==> src/rtl/ndma_pkg.sv <==
// Shared NanoDMA definitions: command-state encoding and the default
// outstanding-read depth used by the read manager.
package ndma_pkg;

  localparam int unsigned MaxOutDefault = 2;

  typedef enum logic {
    EMPTY = 1'b0,
    PEND  = 1'b1
  } cmd_state_e;

endpackage

==> src/rtl/ndma_obi_bus.sv <==
// Shared NanoDMA OBI bus bundle (32-bit address/data) with manager and
// subordinate views.
interface OBI_BUS;

  logic        req;
  logic        gnt;
  logic [31:0] addr;
  logic        we;
  logic [3:0]  be;
  logic [31:0] wdata;
  logic        rvalid;
  logic [31:0] rdata;
  logic        err;

  modport Manager (
    output req, addr, we, be, wdata,
    input  gnt, rvalid, rdata, err
  );

  modport Subordinate (
    input  req, addr, we, be, wdata,
    output gnt, rvalid, rdata, err
  );

endinterface

==> src/rtl/ndma_fifo.sv <==
// Small synchronous FIFO with registered storage; head reads as zero when
// empty, and a pop while empty is ignored.
module ndma_fifo #(
  parameter int unsigned Width = 33,
  parameter int unsigned Depth = 2
) (
  input  logic             clk_i,
  input  logic             rst_ni,
  input  logic             push_i,
  input  logic [Width-1:0] data_i,
  input  logic             pop_i,
  output logic [Width-1:0] data_o,
  output logic             full_o,
  output logic             empty_o
);

  localparam int unsigned PtrW = (Depth > 1) ? $clog2(Depth) : 1;
  localparam int unsigned CntW = $clog2(Depth + 1);

  logic [Width-1:0] mem_q [Depth];
  logic [Width-1:0] mem_d [Depth];
  logic [PtrW-1:0]  wr_ptr_q, wr_ptr_d;
  logic [PtrW-1:0]  rd_ptr_q, rd_ptr_d;
  logic [CntW-1:0]  count_q, count_d;
  logic             do_pop;

  function automatic logic [PtrW-1:0] ptr_inc(input logic [PtrW-1:0] p);
    return (p == PtrW'(Depth - 1)) ? '0 : p + PtrW'(1);
  endfunction

  assign empty_o = (count_q == '0);
  assign full_o  = (count_q == CntW'(Depth));
  assign do_pop  = pop_i && !empty_o;
  assign data_o  = empty_o ? '0 : mem_q[rd_ptr_q];

  always_comb begin
    mem_d    = mem_q;
    wr_ptr_d = wr_ptr_q;
    rd_ptr_d = rd_ptr_q;
    count_d  = count_q;
    if (push_i) begin
      mem_d[wr_ptr_q] = data_i;
      wr_ptr_d        = ptr_inc(wr_ptr_q);
    end
    if (do_pop) begin
      rd_ptr_d = ptr_inc(rd_ptr_q);
    end
    count_d = count_q + CntW'(push_i) - CntW'(do_pop);
  end

  always_ff @(posedge clk_i or negedge rst_ni) begin
    if (!rst_ni) begin
      mem_q    <= '{default: '0};
      wr_ptr_q <= '0;
      rd_ptr_q <= '0;
      count_q  <= '0;
    end else begin
      mem_q    <= mem_d;
      wr_ptr_q <= wr_ptr_d;
      rd_ptr_q <= rd_ptr_d;
      count_q  <= count_d;
    end
  end

endmodule

==> src/rtl/ndma_read_mgr.sv <==
// NanoDMA read manager: single-entry command stage issuing OBI reads, with a
// credit counter bounding in-flight reads to the depth of the response FIFO.
module ndma_read_mgr
  import ndma_pkg::*;
#(
  parameter int unsigned MaxOut = MaxOutDefault
) (
  input  logic        clk_i,
  input  logic        rst_ni,
  input  logic        req_i,
  input  logic [31:0] addr_i,
  output logic        ready_o,
  output logic        rvalid_o,
  output logic [31:0] rdata_o,
  output logic        err_o,
  input  logic        rready_i,
  output logic        busy_o,
  OBI_BUS.Manager     read_mgr
);

  localparam int unsigned CntW = $clog2(MaxOut + 1);

  cmd_state_e       state_q, state_d;
  logic [31:0]      addr_q, addr_d;
  logic [CntW-1:0]  cnt_q, cnt_d;
  logic             accept;
  logic             pop;
  logic             fifo_empty;
  logic             fifo_full;
  logic [32:0]      fifo_head;

  assign ready_o = (state_q == EMPTY) && (cnt_q < CntW'(MaxOut));
  assign accept  = req_i && ready_o;
  assign pop     = rvalid_o && rready_i;
  assign busy_o  = (cnt_q != '0);

  assign read_mgr.req   = (state_q == PEND);
  assign read_mgr.addr  = (state_q == PEND) ? addr_q : '0;
  assign read_mgr.we    = 1'b0;
  assign read_mgr.be    = '1;
  assign read_mgr.wdata = '0;

  // A credit is taken on command accept and returned on pop, so the FIFO
  // can never hold more responses than it has entries.
  always_comb begin
    state_d = state_q;
    addr_d  = addr_q;
    cnt_d   = cnt_q;
    unique case (state_q)
      EMPTY: begin
        if (accept) begin
          state_d = PEND;
          addr_d  = addr_i;
        end
      end
      PEND: begin
        if (read_mgr.gnt) begin
          state_d = EMPTY;
        end
      end
      default: state_d = EMPTY;
    endcase
    if (accept && !pop) begin
      cnt_d = cnt_q + CntW'(1);
    end else if (!accept && pop) begin
      cnt_d = cnt_q - CntW'(1);
    end
  end

  always_ff @(posedge clk_i or negedge rst_ni) begin
    if (!rst_ni) begin
      state_q <= EMPTY;
      addr_q  <= '0;
      cnt_q   <= '0;
    end else begin
      state_q <= state_d;
      addr_q  <= addr_d;
      cnt_q   <= cnt_d;
    end
  end

  ndma_fifo #(
    .Width (33),
    .Depth (MaxOut)
  ) u_rsp_fifo (
    .clk_i   (clk_i),
    .rst_ni  (rst_ni),
    .push_i  (read_mgr.rvalid),
    .data_i  ({read_mgr.err, read_mgr.rdata}),
    .pop_i   (pop),
    .data_o  (fifo_head),
    .full_o  (fifo_full),
    .empty_o (fifo_empty)
  );

  assign rvalid_o = !fifo_empty;
  assign rdata_o  = fifo_head[31:0];
  assign err_o    = fifo_head[32];

  rsp_no_overflow : assert property (
    @(posedge clk_i) disable iff (!rst_ni) read_mgr.rvalid |-> !fifo_full
  );

endmodule

==> src/flat_wrapper.sv <==
// flat-port wrapper written by rule: the top's interface ports become plain ports
module ndma_read_mgr_flat import ndma_pkg::*;
#(
  parameter int unsigned MaxOut = MaxOutDefault
)
  (clk_i, rst_ni, req_i, addr_i, ready_o, rvalid_o, rdata_o, err_o, rready_i, busy_o, read_mgr_req, read_mgr_addr, read_mgr_we, read_mgr_be, read_mgr_wdata, read_mgr_gnt, read_mgr_rvalid, read_mgr_rdata, read_mgr_err);
  OBI_BUS read_mgr_i ();
  input  logic clk_i;
  input  logic rst_ni;
  input  logic req_i;
  input  logic [31:0] addr_i;
  output logic ready_o;
  output logic rvalid_o;
  output logic [31:0] rdata_o;
  output logic err_o;
  input  logic rready_i;
  output logic busy_o;
  output wire logic [$bits(read_mgr_i.req)-1:0] read_mgr_req;
  output wire logic [$bits(read_mgr_i.addr)-1:0] read_mgr_addr;
  output wire logic [$bits(read_mgr_i.we)-1:0] read_mgr_we;
  output wire logic [$bits(read_mgr_i.be)-1:0] read_mgr_be;
  output wire logic [$bits(read_mgr_i.wdata)-1:0] read_mgr_wdata;
  input wire logic [$bits(read_mgr_i.gnt)-1:0] read_mgr_gnt;
  input wire logic [$bits(read_mgr_i.rvalid)-1:0] read_mgr_rvalid;
  input wire logic [$bits(read_mgr_i.rdata)-1:0] read_mgr_rdata;
  input wire logic [$bits(read_mgr_i.err)-1:0] read_mgr_err;
  assign read_mgr_req = read_mgr_i.req;
  assign read_mgr_addr = read_mgr_i.addr;
  assign read_mgr_we = read_mgr_i.we;
  assign read_mgr_be = read_mgr_i.be;
  assign read_mgr_wdata = read_mgr_i.wdata;
  assign read_mgr_i.gnt = read_mgr_gnt;
  assign read_mgr_i.rvalid = read_mgr_rvalid;
  assign read_mgr_i.rdata = read_mgr_rdata;
  assign read_mgr_i.err = read_mgr_err;
  ndma_read_mgr #(.MaxOut(MaxOut)) u_core (.clk_i(clk_i), .rst_ni(rst_ni), .req_i(req_i), .addr_i(addr_i), .ready_o(ready_o), .rvalid_o(rvalid_o), .rdata_o(rdata_o), .err_o(err_o), .rready_i(rready_i), .busy_o(busy_o), .read_mgr(read_mgr_i));
endmodule
==> config.mk <==
export PLATFORM = sky130hd
export DESIGN_NAME = ndma_read_mgr_flat
export DESIGN_NICKNAME = d
export VERILOG_FILES = /design/src/rtl/ndma_pkg.sv /design/src/rtl/ndma_obi_bus.sv /design/src/rtl/ndma_fifo.sv /design/src/rtl/ndma_read_mgr.sv /design/src/flat_wrapper.sv
export SDC_FILE = /design/constraint.sdc
export NUM_CORES = 1
export LEC_CHECK = 0
export CORE_MARGIN = 1.5
export CORE_UTILIZATION = 40
export CTS_CLUSTER_DIAMETER = 80
export DETAILED_ROUTE_END_ITERATION = 16
export GPL_TIMING_DRIVEN = 0
export PLACE_DENSITY = 0.75
export RECOVER_POWER = 100
export SLEW_MARGIN = 20
export SYNTH_ARGS = -nofsm -noshare
export SYNTH_HDL_FRONTEND = slang
export SYNTH_SLANG_ARGS = --single-unit
==> constraint.sdc <==
create_clock -name clk_i -period 5.29 [get_ports clk_i]
set_clock_uncertainty 0.05 [all_clocks]
set_input_delay 1.3225 -clock clk_i [delete_from_list [all_inputs] [get_ports clk_i]]
set_output_delay 1.3225 -clock clk_i [all_outputs]
set_load 0.01 [all_outputs]
==> impl_metrics.py, run 1 <==
metrics = {
    "sta": {
        "rsz0062_at_grt": "false",
        "worst_pin_slew_ps": 2390,
        "clock.fmax_mhz": 266,
        "period_needed_ps": 3760,
        "drv_slew": 43,
        "min_period_over_period_pct": 71.0,
        "setup_viol": 0,
        "worst_slack_ps": 1530,
        "relSlewSlack_pct": -59.6,
        "hold_viol": 0,
    },
    "critical_path": {
        "cp_max_fo": 10,
        "arrival_ps": 2380,
        "crit_type": "reg2out",
        "endpoint_kind": "output port",
        "worstSetupStartpointType": "register",
        "worstPathRequired_ps": 3920,
    },
    "global_routing": {
        "antenna_found_initial": 0,
        "grt.total_usage_pct": 16.3,
        "overflow": 0,
        "grt_pass1_vias": 3464,
        "grt_pass1_wl_um": 17100,
        "grt_max_degree": 64,
    },
    "floorplanning": {
        "die_y_um": 116,
        "die_w_um": 116,
        "core_area_um2": 12500,
        "io_pins": 177,
        "dieArea_um2": 13400,
        "rows": 41,
        "initial_utilization_pct": 40.7,
    },
    "synth": {
        "ys_top_cells_by_area": "dfrtp_1, mux2_2, mux2_4",
        "ys_warn_count": 0,
        "synth_cells": 385,
        "synth_area_per_cell_um2": 13.2,
        "yosysTopAreaCell": "dfrtp_1",
        "synth_top_cell_area_share_pct": 51.6,
        "synth_seq_area_share_pct": 51.6,
        "netlist_area_um2": 5100,
        "synth.distinct_cells": 23,
        "synth_seq_cells": 105,
    },
    "clocking": {
        "ctsResizeCount": 0,
        "numCtsBuffers": 9,
        "cts_hold_buf": 0,
        "cts_setup_buffers": 0,
        "clock-root-buffer": "clkbuf_16",
        "cts_tree": "built",
        "insertion_delay_ps": 330,
        "path_clk_slew_ps": 60,
        "htreeDepth": 3,
        "clk_path_buf_depth": 2,
        "clock-sinks": 105,
    },
    "placed_design": {
        "post_dp_cell_area_um2": 6860,
        "gp_congestion": 0.715,
        "post-place-ws_ps": 1980,
        "dpl.hpwl_um": 7730,
        "io_buffers": 139,
    },
    "routing": {
        "ant_nets": 0,
        "routed_wl_um": 10700,
        "drt_iter0_markers": 104,
        "wire_per_inst_um": 14.2,
        "vias": 3359,
        "drc_errors": 0,
        "dr.pass1.iters": 4,
        "viasPerCell": 4.49,
    },
    "cells_and_area": {
        "utilization_pct": 56.1,
        "drive_above_1_share_pct": 23.3,
        "finalNetCount": 645,
        "stdcell_area_um2": 7030,
        "area_growth_pct": 37.9,
        "num_antenna_cells": 0,
    },
    "pwr": {
        "max-vdd-ir-drop_mv": 0.256,
        "powerDensity_nw_per_um2": 584,
        "finalPower_mw": 4.10,
        "leakage_nw": 3.19,
    },
    "run_status": {
        "status": "finished with violations",
        "violations": "max-capacitance violations, max-slew violations",
    },
    "hold_path": {
        "min_path_type": "reg2reg",
    },
    "run": {
        "cap_violations": 1,
    },
}
==> layout by cell type, fill, tap and decap left out, types with 2 or more instances in the layout <==
cell type / instances
clkbuf_1: 20
mux2_2: 70
xor2_1: 3
and2_0: 20
inv_1: 5
xnor2_1: 4
dfrtp_1: 105
clkdlybuf4s50_1: 86
mux2_4: 2
nor2_1: 35
bufinv_16: 3
and2_2: 4
ha_1: 3
dlygate4sd3_1: 52
buf_2: 4
mux2i_1: 33
nand2_1: 2
and2_1: 9
buf_4: 37
mux2_1: 26
conb_1: 37
clkbuf_16: 9
==> power breakdown <==
group          internal [mW]  switching (mW)  leakage (nW)  total [mW]
clock                  0.463           0.281         0.164       0.744
combinational           1.09           0.840          1.80        1.93
sequential              1.22           0.211          1.23        1.43
==> cell families (layout without fill, tap and decap cells) <==
kind of cell | count (synthesis) | after routing | synth area share, %
fa+ha+maj | 3 | 3 | 0.737
other cells | 2 | 37 | 0.147
xor+xnor | 7 | 7 | 1.20
flops | 105 | 105 | 51.6
mux | 131 | 131 | 30.2
simple gates | 73 | 73 | 7.27
compound gates | 1 | 1 | 0.147
buf+inv | 63 | 219 | 8.74
==> stage by stage <==
step | hold WS (ps) | TNS (ps) | std cells
finish | 432 | 0 | 748
global route | 444 | 0 | 748
detailed placement | 422 | 0 | 732
floorplan | 396 | 0 | 420
global placement | 411 | -102310 | 731
CTS | 435 | 0 | 748
==> cell usage after synthesis <==
cell        n
conb_1      2
buf_12      3
ha_1        3
clkbuf_1    6
buf_4      37
nor2_1     35
nor2b_1     1
and2_2      3
buf_6       1
nand2_1     2
and2_4      1
or2_2       1
xnor2_1     4
mux2i_1    33
inv_1       5
mux2_4     28
xor2_1      3
dfrtp_1   105
and2_1     29
mux2_2     70
nor2_2      1
buf_2      11
a21o_1      1
==> state kept, by name, summed over array words and instances, names as in the netlist <==
signal	count
u_core.addr_q	32
u_core.cnt_q	2
u_core.read_mgr.req	1
u_core.u_rsp_fifo.count_q	2
u_core.u_rsp_fifo.mem_q	66
u_core.u_rsp_fifo.rd_ptr_q	1
u_core.u_rsp_fifo.wr_ptr_q	1
==> area by class of cell <==
type	instances	area, um^2
buffer	58	362
clock buffer	11	233
clock inverter	5	104
fill	1132	5490
inverter	5	18.8
multi-input combinational	252	2060
sequential	105	2630
tap	172	215
timing repair buffer	140	1410
==> critical path: stages, from the launching register on <==
cell and delay (ps):
dfrtp_1 390, nor2_1 420, clkbuf_1 490, nor2_1 120
dlygate4sd3_1 630
==> routing by layer <==
| layer | up-vias | GRT usage, % | share of wire [%] |
|---|---|---|---|
| met5 | - | 0 | 0 |
| met4 | 0 | 3.90 | 0.69 |
| met3 | 6 | 5.75 | 9.0 |
| met2 | 127 | 27.7 | 47 |
| met1 | 1644 | 19.9 | 43 |
| li1 | 1582 | - | - |
==> final timing paths <==
kind                                                   startpoint                                       to  slack [ps]  cells after the start
setup reg to reg                    u_core.read_mgr.req$_DFF_PN0_              u_core.cnt_q[1]$_DFFE_PN0P_        2930                      8
hold / removal             u_core.u_rsp_fifo.count_q[1]$_DFF_PN0_   u_core.u_rsp_fifo.count_q[1]$_DFF_PN0_         430                      1
min in group asynchronous                                  rst_ni            u_core.addr_q[14]$_DFFE_PN0P_        1650                      1
setup / recovery           u_core.u_rsp_fifo.count_q[1]$_DFF_PN0_                              rdata_o[26]        1530                      4
max in group asynchronous                                  rst_ni  u_core.u_rsp_fifo.mem_q[40]$_DFFE_PN0P_        2160                      1
hold reg to reg            u_core.u_rsp_fifo.count_q[1]$_DFF_PN0_   u_core.u_rsp_fifo.count_q[1]$_DFF_PN0_         430                      1
No activity file was read; power rests on OpenSTA's default activity.
==> run 2, diff against run 1 <==
--- a/config.mk
+++ b/config.mk
@@ -10,7 +10,7 @@
 export CTS_CLUSTER_DIAMETER = 80
 export DETAILED_ROUTE_END_ITERATION = 16
 export GPL_TIMING_DRIVEN = 0
-export PLACE_DENSITY = 0.75
+export PLACE_DENSITY = 0.78
 export RECOVER_POWER = 100
 export SLEW_MARGIN = 20
 export SYNTH_ARGS = -nofsm -noshare
==> constraint.sdc (replaced) <==
create_clock -name clk_i -period 3.1 [get_ports clk_i]
set_clock_uncertainty 0.05 [all_clocks]
set_input_delay 0.775 -clock clk_i [delete_from_list [all_inputs] [get_ports clk_i]]
set_output_delay 0.775 -clock clk_i [all_outputs]
set_load 0.01 [all_outputs]
==> run 2 against run 1 <==
Effect of this change:
- the flow still finishes with violations (max-capacitance violations, max-slew violations)
- hold slack got worse by 3.3 ps
- clock power up 63%
- sequential cell count unchanged
- critical endpoint is now rdata_o[2]
==> impl_metrics.py, run 2 (synthesis results as in run 1) <==
metrics = {
    "sta": {
        "min_period_over_period_pct": 92.6,
        "drv_slew": 44,
        "setup_viol": 0,
        "clock.fmax_mhz": 348,
        "relSlewSlack_pct": -61.3,
        "period_needed_ps": 2870,
        "rsz0062_at_grt": "false",
        "hold_viol": 0,
        "worst_pin_slew_ps": 2420,
    },
    "cells_and_area": {
        "fin_cells": 748,
        "num_antenna_cells": 0,
        "area_growth_pct": 37.7,
        "finalNetCount": 645,
        "final_cell_mix": "clkdlybuf4s50_1, dfrtp_1, mux2_2, buf_4, conb_1",
        "layout_commonest_cell": "clkdlybuf4s50_1",
        "reg_top3": "u_core.u_rsp_fifo.mem_q (66), u_core.addr_q (32)",
        "drive_above_1_share_pct": 24.0,
        "regMostFlops": "u_core.u_rsp_fifo.mem_q",
        "fill_cells": 1140,
        "stdcell_area_um2": 7020,
        "largest_reg_flops": 66,
    },
    "critical_path": {
        "crit_type": "reg2out",
        "r2r-end": "u_core.cnt_q[1]$_DFFE_PN0P_",
        "cp_max_fo": 10,
        "endpoint_kind": "output port",
        "reg2reg_slack_ps": 730,
        "r2r_start": "u_core.read_mgr.req$_DFF_PN0_",
        "worstPathRequired_ps": 2270,
        "worstRegToRegCells": 8,
        "worstSetupStartpointType": "register",
        "arrival_ps": 2050,
    },
    "floorplanning": {
        "core_area_um2": 12500,
        "initial_utilization_pct": 40.7,
        "dieArea_um2": 13400,
        "io_pins": 177,
        "die_y_um": 116,
        "die_w_um": 116,
        "rows": 41,
    },
    "global_routing": {
        "grt.total_usage_pct": 16.4,
        "overflow": 0,
        "grt_pass1_vias": 3450,
        "antenna_found_initial": 0,
        "grt_max_degree": 63,
        "grt_pass1_wl_um": 16900,
    },
    "routing": {
        "dr.pass1.iters": 4,
        "wire_per_inst_um": 14.3,
        "drt_iter0_markers": 89,
        "drc_errors": 0,
        "viasPerCell": 4.43,
        "ant_nets": 0,
        "vias": 3314,
        "routed_wl_um": 10700,
    },
    "clocking": {
        "path_clk_slew_ps": 70,
        "clock-root-buffer": "clkbuf_16",
        "cts_tree": "built",
        "cts_hold_buf": 0,
        "htreeDepth": 3,
        "cts_setup_buffers": 0,
        "numCtsBuffers": 9,
        "ctsResizeCount": 1,
        "clock-sinks": 105,
        "insertion_delay_ps": 330,
        "clk_path_buf_depth": 2,
    },
    "run_status": {
        "violations": "max-capacitance violations, max-slew violations",
        "status": "finished with violations",
    },
    "run": {
        "cap_violations": 1,
    },
    "placed_design": {
        "place_inst": 732,
        "io_buffers": 139,
        "dpl.hpwl_um": 7860,
        "post_dp_cell_area_um2": 6860,
        "gp_congestion": 0.728,
    },
    "hold_path": {
        "hold_depth": 1,
        "hold_start": "u_core.addr_q[7]$_DFFE_PN0P_",
        "hold_path_end": "u_core.addr_q[7]$_DFFE_PN0P_",
        "min_path_type": "reg2reg",
    },
    "pwr": {
        "finalPower_mw": 7.07,
        "leakage_nw": 3.17,
        "powerDensity_nw_per_um2": 1010,
        "max-vdd-ir-drop_mv": 0.444,
    },
}
-- run 2: cell count changes in the layout (fill, tap and decap cells not counted), sizes merged --
cell / delta
clkinv: +1
bufinv: -1
dlygate4sd3: -31
clkdlybuf4s50: +31
-- run 2: layout make-up --
cell class	count	area, um^2	area share [%]
repair buffers	140	1410	20.1
clock buffers	11	243	3.46
multi-input cells	252	2060	29.3
plain buffers	58	365	5.21
inverters	5	18.8	0.267
well taps	172	215	3.07
flip-flops and latches	105	2630	37.4
clock inverters	5	78.8	1.12
-- run 2: metal layers --
| layer | routed length, um | GRT usage, % | up-vias |
|---|---|---|---|
| met5 | 0 | 0 | - |
| met4 | 106 | 4.88 | 0 |
| met3 | 932 | 5.13 | 9 |
| met2 | 5120 | 28.1 | 124 |
| met1 | 4510 | 19.8 | 1601 |
| li1 | - | - | 1580 |
-- run 2: through the flow --
stage / setup WS (ps) / TNS, ps / hold slack, ps / utilization, %
5_1_grt: 40.9 / 0 / 457 / 56.1
4_1_cts: 15.2 / 0 / 311 / 57.4
6_report: 228 / 0 / 429 / 56.1
2_1_floorplan: 1230 / 0 / 396 / -
3_5_place_dp: 355 / 0 / 428 / 54.8
3_3_place_gp: -2570 / -269240 / 410 / 54.6
-- run 2: where the power goes --
part,leakage (nW),total [mW],switching [mW],internal (mW)
registers,1.23,2.43,0.356,2.08
clock network,0.159,1.21,0.480,0.729
logic,1.78,3.43,1.44,1.99
-- run 2: worst max-delay path by stage --
| stage | startpoint | to | slack, ps |
|---|---|---|---|
| 2_1_floorplan | u_core.u_rsp_fifo.count_q[0]$_DFF_PN0_ | rdata_o[10] | 1230 |
| 6_report | u_core.u_rsp_fifo.count_q[1]$_DFF_PN0_ | rdata_o[2] | 230 |
| 5_1_grt | rst_ni | u_core.u_rsp_fifo.mem_q[13]$_DFFE_PN0P_ | 40 |
| 4_1_cts | u_core.u_rsp_fifo.count_q[1]$_DFF_PN0_ | rdata_o[24] | 20 |
| 3_5_place_dp | u_core.u_rsp_fifo.count_q[1]$_DFF_PN0_ | rdata_o[2] | 350 |
| 3_3_place_gp | rst_ni | u_core.u_rsp_fifo.mem_q[39]$_DFFE_PN0P_ | -2570 |
-- run 2: worst max-delay path: stages (launching register included) --
cell             delay, ps
dfrtp_1                390
nor2_1                 390
clkbuf_2               340
nor2_1                 100
clkdlybuf4s50_1        490
